[src/rtl/osnt_cutter_pkg.sv]
// Shared types and helpers for the OSNT packet cutter: FSM states, TUSER field
// layout and the byte-enable mask builder.
package osnt_cutter_pkg;

  typedef enum logic [1:0] {
    IDLE = 2'd0,
    PASS = 2'd1,
    DROP = 2'd2
  } cut_state_e;

  localparam int unsigned LEN_LSB  = 0;
  localparam int unsigned LEN_MSB  = 15;
  localparam int unsigned SRC_LSB  = 16;
  localparam int unsigned SRC_MSB  = 23;
  localparam int unsigned KEEP_MAX = 128;

  // n low bits set; callers truncate to their own tkeep width
  function automatic logic [KEEP_MAX-1:0] keep_mask(input int unsigned n);
    logic [KEEP_MAX-1:0] m;
    m = '0;
    for (int unsigned i = 0; i < KEEP_MAX; i++) m[i] = (i < n);
    return m;
  endfunction

endpackage

[src/rtl/osnt_cutter_stats.sv]
// Per-port accepted/cut packet counters and a global emitted-packet counter.
// A clear pulse overrides any increment in the same cycle.
module osnt_cutter_stats #(
  parameter int unsigned NUM_PORTS = 4,
  parameter int unsigned CNT_WIDTH = 32,
  parameter int unsigned PORT_W    = 2
) (
  input  logic                           clk,
  input  logic                           rst,
  input  logic                           clr,
  input  logic                           in_inc,
  input  logic                           cut_inc,
  input  logic [PORT_W-1:0]              port,
  input  logic                           out_inc,
  output logic [NUM_PORTS*CNT_WIDTH-1:0] pkt_in_cnt,
  output logic [NUM_PORTS*CNT_WIDTH-1:0] pkt_cut_cnt,
  output logic [CNT_WIDTH-1:0]           pkt_out_cnt
);

  logic [NUM_PORTS*CNT_WIDTH-1:0] in_cnt_q, in_cnt_d;
  logic [NUM_PORTS*CNT_WIDTH-1:0] cut_cnt_q, cut_cnt_d;
  logic [CNT_WIDTH-1:0]           out_cnt_q, out_cnt_d;

  always_comb begin
    in_cnt_d  = in_cnt_q;
    cut_cnt_d = cut_cnt_q;
    out_cnt_d = out_cnt_q;
    if (in_inc)
      in_cnt_d[32'(port)*CNT_WIDTH +: CNT_WIDTH] =
        in_cnt_q[32'(port)*CNT_WIDTH +: CNT_WIDTH] + CNT_WIDTH'(1);
    if (cut_inc)
      cut_cnt_d[32'(port)*CNT_WIDTH +: CNT_WIDTH] =
        cut_cnt_q[32'(port)*CNT_WIDTH +: CNT_WIDTH] + CNT_WIDTH'(1);
    if (out_inc)
      out_cnt_d = out_cnt_q + CNT_WIDTH'(1);
    if (clr) begin
      in_cnt_d  = '0;
      cut_cnt_d = '0;
      out_cnt_d = '0;
    end
  end

  always_ff @(posedge clk) begin
    if (rst) begin
      in_cnt_q  <= '0;
      cut_cnt_q <= '0;
      out_cnt_q <= '0;
    end else begin
      in_cnt_q  <= in_cnt_d;
      cut_cnt_q <= cut_cnt_d;
      out_cnt_q <= out_cnt_d;
    end
  end

  assign pkt_in_cnt  = in_cnt_q;
  assign pkt_cut_cnt = cut_cnt_q;
  assign pkt_out_cnt = out_cnt_q;

endmodule

[src/rtl/osnt_packet_cutter_mp.sv]
// AXI4-Stream packet cutter: truncates each packet to a per-source-port snap
// length, rewrites the TUSER length and discards the tail of cut packets.
module osnt_packet_cutter_mp
  import osnt_cutter_pkg::*;
#(
  parameter int unsigned C_AXIS_DATA_WIDTH  = 256,
  parameter int unsigned C_AXIS_TUSER_WIDTH = 128,
  parameter int unsigned NUM_PORTS          = 4,
  parameter int unsigned LEN_WIDTH          = 16,
  parameter int unsigned MIN_SNAP           = 64,
  parameter int unsigned CNT_WIDTH          = 32
) (
  input  logic                             axi_aclk,
  input  logic                             axi_reset,
  input  logic [C_AXIS_DATA_WIDTH-1:0]     s_axis_tdata,
  input  logic [C_AXIS_DATA_WIDTH/8-1:0]   s_axis_tkeep,
  input  logic [C_AXIS_TUSER_WIDTH-1:0]    s_axis_tuser,
  input  logic                             s_axis_tvalid,
  output logic                             s_axis_tready,
  input  logic                             s_axis_tlast,
  output logic [C_AXIS_DATA_WIDTH-1:0]     m_axis_tdata,
  output logic [C_AXIS_DATA_WIDTH/8-1:0]   m_axis_tkeep,
  output logic [C_AXIS_TUSER_WIDTH-1:0]    m_axis_tuser,
  output logic                             m_axis_tvalid,
  input  logic                             m_axis_tready,
  output logic                             m_axis_tlast,
  input  logic [NUM_PORTS-1:0]             cut_en,
  input  logic [NUM_PORTS*LEN_WIDTH-1:0]   snap_len,
  input  logic                             stats_clr,
  output logic [NUM_PORTS*CNT_WIDTH-1:0]   pkt_in_cnt,
  output logic [NUM_PORTS*CNT_WIDTH-1:0]   pkt_cut_cnt,
  output logic [CNT_WIDTH-1:0]             pkt_out_cnt
);

  localparam int unsigned W        = C_AXIS_DATA_WIDTH / 8;
  localparam int unsigned BCW      = LEN_WIDTH + 1;
  localparam int unsigned PORT_W   = (NUM_PORTS > 1) ? $clog2(NUM_PORTS) : 1;
  localparam int unsigned TU_LEN_W = LEN_MSB - LEN_LSB + 1;

  cut_state_e                state_q, state_d;
  logic [LEN_WIDTH-1:0]      byte_cnt_q, byte_cnt_d;
  logic                      cut_en_q, cut_en_d;
  logic [LEN_WIDTH-1:0]      snap_q, snap_d;
  logic [PORT_W-1:0]         port_q, port_d;
  logic [C_AXIS_DATA_WIDTH-1:0]  tdata_q, tdata_d;
  logic [W-1:0]                  tkeep_q, tkeep_d;
  logic [C_AXIS_TUSER_WIDTH-1:0] tuser_q, tuser_d;
  logic                          tvalid_q, tvalid_d;
  logic                          tlast_q, tlast_d;

  logic                 s_ready_c, accept_c, fwd_c, is_sop_c, cut_c;
  logic [PORT_W-1:0]    sop_port_c, eff_port_c;
  logic [LEN_WIDTH-1:0] live_snap_c, eff_snap_c, eff_cnt_c, orig_len_c;
  logic                 eff_en_c;
  logic [BCW-1:0]       beat_bytes_c;
  logic                 ends_in_c, reach_c;

  // DROP swallows the tail regardless of the output register
  assign s_ready_c     = !axi_reset && (state_q == DROP || !tvalid_q || m_axis_tready);
  assign s_axis_tready = s_ready_c;
  assign accept_c      = s_axis_tvalid && s_ready_c;
  assign fwd_c         = accept_c && (state_q != DROP);
  assign is_sop_c      = (state_q == IDLE);

  // Lowest set source bit wins; none set selects port 0
  always_comb begin
    sop_port_c = '0;
    for (int i = int'(NUM_PORTS) - 1; i >= 0; i--)
      if (s_axis_tuser[SRC_LSB + i]) sop_port_c = PORT_W'(i);
    live_snap_c = snap_len[32'(sop_port_c)*LEN_WIDTH +: LEN_WIDTH];
    if (live_snap_c < LEN_WIDTH'(MIN_SNAP)) live_snap_c = LEN_WIDTH'(MIN_SNAP);
  end

  always_comb begin
    eff_port_c = is_sop_c ? sop_port_c         : port_q;
    eff_en_c   = is_sop_c ? cut_en[sop_port_c] : cut_en_q;
    eff_snap_c = is_sop_c ? live_snap_c        : snap_q;
    eff_cnt_c  = is_sop_c ? '0                 : byte_cnt_q;
    orig_len_c = LEN_WIDTH'(s_axis_tuser[LEN_MSB:LEN_LSB]);
    beat_bytes_c = '0;
    for (int i = 0; i < int'(W); i++) beat_bytes_c = beat_bytes_c + BCW'(s_axis_tkeep[i]);
    ends_in_c = s_axis_tlast && (({1'b0, eff_cnt_c} + beat_bytes_c) <= {1'b0, eff_snap_c});
    reach_c   = ({1'b0, eff_cnt_c} + BCW'(W)) >= {1'b0, eff_snap_c};
    cut_c     = eff_en_c && reach_c && !ends_in_c;
  end

  always_comb begin
    state_d    = state_q;
    byte_cnt_d = byte_cnt_q;
    cut_en_d   = cut_en_q;
    snap_d     = snap_q;
    port_d     = port_q;
    tdata_d    = tdata_q;
    tkeep_d    = tkeep_q;
    tuser_d    = tuser_q;
    tvalid_d   = tvalid_q;
    tlast_d    = tlast_q;
    if (tvalid_q && m_axis_tready) tvalid_d = 1'b0;
    if (fwd_c) begin
      tvalid_d = 1'b1;
      tdata_d  = s_axis_tdata;
      tkeep_d  = cut_c ? W'(keep_mask(32'(eff_snap_c - eff_cnt_c))) : s_axis_tkeep;
      tlast_d  = cut_c || s_axis_tlast;
      tuser_d  = s_axis_tuser;
      if (is_sop_c && eff_en_c)
        tuser_d[LEN_MSB:LEN_LSB] = TU_LEN_W'((orig_len_c < eff_snap_c) ? orig_len_c : eff_snap_c);
      byte_cnt_d = eff_cnt_c + LEN_WIDTH'(W);
      if (is_sop_c) begin
        cut_en_d = eff_en_c;
        snap_d   = eff_snap_c;
        port_d   = eff_port_c;
      end
      if (s_axis_tlast)  state_d = IDLE;
      else if (cut_c)    state_d = DROP;
      else               state_d = PASS;
    end else if (accept_c && s_axis_tlast) begin
      state_d = IDLE;
    end
  end

  always_ff @(posedge axi_aclk) begin
    if (axi_reset) begin
      state_q    <= IDLE;
      byte_cnt_q <= '0;
      cut_en_q   <= 1'b0;
      snap_q     <= '0;
      port_q     <= '0;
      tdata_q    <= '0;
      tkeep_q    <= '0;
      tuser_q    <= '0;
      tvalid_q   <= 1'b0;
      tlast_q    <= 1'b0;
    end else begin
      state_q    <= state_d;
      byte_cnt_q <= byte_cnt_d;
      cut_en_q   <= cut_en_d;
      snap_q     <= snap_d;
      port_q     <= port_d;
      tdata_q    <= tdata_d;
      tkeep_q    <= tkeep_d;
      tuser_q    <= tuser_d;
      tvalid_q   <= tvalid_d;
      tlast_q    <= tlast_d;
    end
  end

  assign m_axis_tdata  = tdata_q;
  assign m_axis_tkeep  = tkeep_q;
  assign m_axis_tuser  = tuser_q;
  assign m_axis_tvalid = tvalid_q;
  assign m_axis_tlast  = tlast_q;

  osnt_cutter_stats #(
    .NUM_PORTS (NUM_PORTS),
    .CNT_WIDTH (CNT_WIDTH),
    .PORT_W    (PORT_W)
  ) u_stats (
    .clk         (axi_aclk),
    .rst         (axi_reset),
    .clr         (stats_clr),
    .in_inc      (accept_c && s_axis_tlast),
    .cut_inc     (fwd_c && cut_c && !s_axis_tlast),
    .port        (eff_port_c),
    .out_inc     (tvalid_q && m_axis_tready && tlast_q),
    .pkt_in_cnt  (pkt_in_cnt),
    .pkt_cut_cnt (pkt_cut_cnt),
    .pkt_out_cnt (pkt_out_cnt)
  );

endmodule

[config.mk]
export PLATFORM = sky130hd
export DESIGN_NAME = osnt_packet_cutter_mp
export DESIGN_NICKNAME = d
export VERILOG_FILES = /design/src/rtl/osnt_cutter_pkg.sv /design/src/rtl/osnt_cutter_stats.sv /design/src/rtl/osnt_packet_cutter_mp.sv
export SDC_FILE = /design/constraint.sdc
export NUM_CORES = 2
export LEC_CHECK = 0
export ABC_AREA = 1
export CAP_MARGIN = 25
export CORE_AREA = 2 2 462 464
export CTS_CLUSTER_SIZE = 40
export DETAILED_ROUTE_END_ITERATION = 16
export DIE_AREA = 0 0 464 466
export PLACE_DENSITY = 0.34
export SYNTH_ARGS = -nofsm -noshare
export SYNTH_HDL_FRONTEND = slang
export SYNTH_HIERARCHICAL = 1
export SYNTH_SLANG_ARGS = --single-unit
[constraint.sdc]
create_clock -name axi_aclk -period 29.1 [get_ports axi_aclk]
set_input_delay 5.82 -clock axi_aclk [delete_from_list [all_inputs] [get_ports axi_aclk]]
set_output_delay 5.82 -clock axi_aclk [all_outputs]
set_load 0.01 [all_outputs]
==> run summary <==
### Run status
* outcome: finished clean

### Placement
* total half-perimeter wirelength after legalization and detailed placement: 203,000 um
* Cells after DPL: 9,079
* input/output buffers: 1,196
* last weighted congestion value of the routability-driven placer: 0.923

### Synth
* count of unique library cells instantiated by Yosys: 53
* Netlist Area Pre-Place: 36,200 sq um
* commonest register cell after synthesis: sky130_fd_sc_hd__dfxtp_1
* number of flip-flops and latches in the synthesized netlist: 743
* proportion of netlist area held by the largest area contributor: 0.411
* mean post-synth cell area: 6.79 sq um
* proportion of synthesized flip-flops having asynchronous set or reset: 0
* Yosys top cell by area: sky130_fd_sc_hd__dfxtp_1
* cell count after synthesis: 5,335
* EDFF count, synth: 0
* fraction of the yosys area taken by sequential cells: 0.411
* total number of yosys warnings: 6
* cell types occupying the most area after synthesis: sky130_fd_sc_hd__dfxtp_1, sky130_fd_sc_hd__nand2_1, sky130_fd_sc_hd__a21oi_1
* Mapped Nets: 5,940

### Drt
* # DRC: 0
* vias per cell: 4.34
* Total Routed Length: 256,000 um
* post-route antenna net violation count: 0
* WL per Instance: 27.5 um
* DRT Pass-1 Iters: 5
* number of vias after detailed routing: 40,439
* number of violations reported at the end of detailed-routing iteration 0: 2,905

### Layout
* count of non-filler cells in the finished layout: 9,309
* relative area change from synthesis to final layout: 50.6%
* post-route core utilization: 0.258
* Layout fillers: 23,451
* Final #Nets: 6,971
* share of final-layout standard cells stronger than drive strength 1: 0.0465

### Setup path
* slowest cell delay on critical path: 0.60 ns
* arrival time of data at the critical path endpoint: 15.07 ns
* startpoint type of the worst setup path: primary input
* data required time at the worst endpoint: 29.76 ns
* Crit Path Max Fanout: 33
* slowest CP cell: sky130_fd_sc_hd__fa_1
* most numerous cell on the critical path: sky130_fd_sc_hd__fa_1
* Setup CP Type: in2reg
* Critical Path Sink Type: flop

### Min path
* class of the tightest hold or removal check: reg2reg

### Floorplanning
* Initial Utilization: 0.171
* overall die height: 466 um
* Site Rows: 169
* Die Area: 216,000 sq um
* area of the placeable core: 211,000 sq um
* die width: 464 um
* num ports: 1,197

### STA
* transition at the pin with the smallest max-transition slack: 1.15 ns
* number of hold violations in the final report: 0
* Max Clock Freq: 69.4 MHz
* final number of max-transition violations: 0
* final-layout setup total negative slack: 0 ns
* final cycle utilization of the critical path: 0.495
* skew final: 0.0406 ns
* RSZ-0062 raised after global routing: false
* endpoints failing setup: 0
* relative slew slack: 0.235
* time the final worst path needs with I/O delays and setup: 14.41 ns

### CTS
* H-tree levels: 3
* maximum root-to-sink buffer count: 3
* clock-pin slew on the worst setup and hold paths: 0.06 ns
* clock latency at the later pin of the worst-skew pair: 0.76 ns
* PostCTS Resize Cnt: 0
* CTS Hold Bufs: 0
* Post-CTS Setup Repair Bufs: 0
* number of buffers added by the clock tree synthesis step: 103
* CTS tree: built
* TritonCTS Sinks: 743
* cell chosen for the clock root: sky130_fd_sc_hd__clkbuf_16

### GRT
* Global Route met2 Usage: 0.371
* met1 track utilization from global routing: 0.263
* number of global-route vias before repair: 39,503
* first-pass GRT wire length: 344,000 um
* maximum number of pins on one net before global-route repair: 190
* overflow left after global routing: 0
* Global Route met3 Usage: 0.0836
* busiest layer in global routing: met2
* antenna violations before repair: 106
* overall fraction of global-route tracks in use: 0.228

### Pwr
* power per cell area: 56.0 nW/um^2
* P_leak: 19.9 nW
* highest ir drop seen on vdd: 0.0506 mV

### Job
* number of maximum-capacitance constraint violations: 0

stage by stage:
step	instance area [sq um]	worst slack [ns]	power (mW)	hold slack [ns]
5_1_grt	54500	14.07	3.21	0.479
6_report	54500	14.69	3.06	0.458
3_3_place_gp	50800	13.44	1.73	0.446
4_1_cts	54400	14.22	3.11	0.460
2_1_floorplan	36200	15.90	1.42	0.430
3_5_place_dp	50900	13.40	1.73	0.450
flip-flops by register name (all words and copies together) (netlist names):
signal               cells
m_axis_tuser           128
m_axis_tkeep            32
byte_cnt_q              16
m_axis_tdata           256
m_axis_tlast             1
state_q                  2
snap_q                  16
m_axis_tvalid            1
port_q                   2
u_stats/pkt_out_cnt     32
u_stats/pkt_in_cnt     128
cut_en_q                 1
u_stats/pkt_cut_cnt    128
layer usage:
layer  routed length, um  up-vias
met5                 243        -
met1              102000    19282
met4               14300       38
met2              117000     1394
li1                    -    19363
met3               22900      362
cell usage after synthesis (8+ instances only):
master                     instances
sky130_fd_sc_hd__nand2_1        1996
sky130_fd_sc_hd__a21oi_1         751
sky130_fd_sc_hd__dfxtp_1         743
sky130_fd_sc_hd__inv_1           374
sky130_fd_sc_hd__nand3_1         318
sky130_fd_sc_hd__clkbuf_1        249
sky130_fd_sc_hd__nor2_1          249
sky130_fd_sc_hd__nand4_1         108
sky130_fd_sc_hd__o21ai_0          99
sky130_fd_sc_hd__ha_1             88
sky130_fd_sc_hd__buf_2            44
sky130_fd_sc_hd__nor3_1           39
sky130_fd_sc_hd__xor2_1           39
sky130_fd_sc_hd__fa_1             27
sky130_fd_sc_hd__buf_1            16
sky130_fd_sc_hd__o211ai_1         14
sky130_fd_sc_hd__nand3b_1         13
sky130_fd_sc_hd__a22oi_1          12
sky130_fd_sc_hd__xnor2_1          12
sky130_fd_sc_hd__a31oi_1          11
sky130_fd_sc_hd__buf_6            11
sky130_fd_sc_hd__nand2_2          11
sky130_fd_sc_hd__nor2_4           11
sky130_fd_sc_hd__xor2_2           10
sky130_fd_sc_hd__buf_4             8
sky130_fd_sc_hd__inv_2             8
placed cells by master (no fill, tap or decap), types with 6 or more instances in the layout:
master,synthesis,final
sky130_fd_sc_hd__buf_4,8,52
sky130_fd_sc_hd__nand2_2,11,11
sky130_fd_sc_hd__xor2_2,10,10
sky130_fd_sc_hd__clkbuf_16,0,106
sky130_fd_sc_hd__inv_1,374,373
sky130_fd_sc_hd__nand4_1,108,108
sky130_fd_sc_hd__nor2_1,249,241
sky130_fd_sc_hd__dfxtp_1,743,743
sky130_fd_sc_hd__nor4_1,7,7
sky130_fd_sc_hd__clkbuf_1,249,26
sky130_fd_sc_hd__xor2_1,39,39
sky130_fd_sc_hd__o21ai_0,99,97
sky130_fd_sc_hd__clkdlybuf4s50_1,0,1195
sky130_fd_sc_hd__ha_1,88,88
sky130_fd_sc_hd__nand3_1,318,318
sky130_fd_sc_hd__o211ai_1,14,14
sky130_fd_sc_hd__nand3b_1,13,13
sky130_fd_sc_hd__clkbuf_8,0,25
sky130_fd_sc_hd__clkinv_2,0,13
sky130_fd_sc_hd__or2_2,6,6
sky130_fd_sc_hd__xnor2_1,12,12
sky130_fd_sc_hd__nor2_2,7,15
sky130_fd_sc_hd__a21oi_1,751,751
sky130_fd_sc_hd__a22oi_1,12,12
sky130_fd_sc_hd__diode_2,0,40
sky130_fd_sc_hd__a31oi_1,11,11
sky130_fd_sc_hd__nand2_1,1996,1995
sky130_fd_sc_hd__nor2_4,11,11
sky130_fd_sc_hd__bufinv_16,0,8
sky130_fd_sc_hd__fa_1,27,27
sky130_fd_sc_hd__nor3_1,39,37
cells by family after synthesis:
logic type	Yosys count	synth area share
compound gates	930	0.135
xor+xnor	61	0.0168
fa+ha+maj	115	0.0453
buf+inv	711	0.0783
flops	743	0.411
simple gates	2775	0.314
report_power, final:
part / leakage, nW / switching (mW) / internal, mW
Combinational: 12.2 / 0.388 / 0.246
Clock: 1.72 / 0.549 / 0.801
Sequential: 6.04 / 0.0216 / 1.05
final cells by class:
class                      count  area (sq um)  area share
sequential                   743         14900       0.273
clock inverter                30           423     0.00775
multi-input combinational   3881         18600       0.341
inverter                     383          1460      0.0267
timing repair buffer        1254         12500       0.229
tap                         2821          3530      0.0647
antenna                       40           100     0.00184
clock buffer                 157          3090      0.0567
critical path: cells and delay by family:
family / cells / cell delay (ns)
AO/OA/AOI/OAI: 8 / 1.27
XOR/XNOR: 1 / 0.10
adder cells (fa/ha/maj): 9 / 3.93
buffers and inverters: 9 / 1.90
AND/OR/NAND/NOR: 14 / 1.96
worst paths after layout:
path / depth (start not counted) / slack (ns) / endpoint / startpoint
hold reg to reg: 2 / 0.46 / byte_cnt_q[1]$_SDFFE_PP0P_ / byte_cnt_q[1]$_SDFFE_PP0P_
setup / recovery: 41 / 14.69 / u_stats/pkt_cut_cnt[111]$_SDFFE_PP0P_ / s_axis_tkeep[0]
hold / removal: 2 / 0.46 / byte_cnt_q[1]$_SDFFE_PP0P_ / byte_cnt_q[1]$_SDFFE_PP0P_
setup reg to reg: 42 / 19.75 / u_stats/pkt_cut_cnt[111]$_SDFFE_PP0P_ / state_q[1]$_SDFFE_PP0P_
Note: power is estimated with default switching activity, not from simulation.
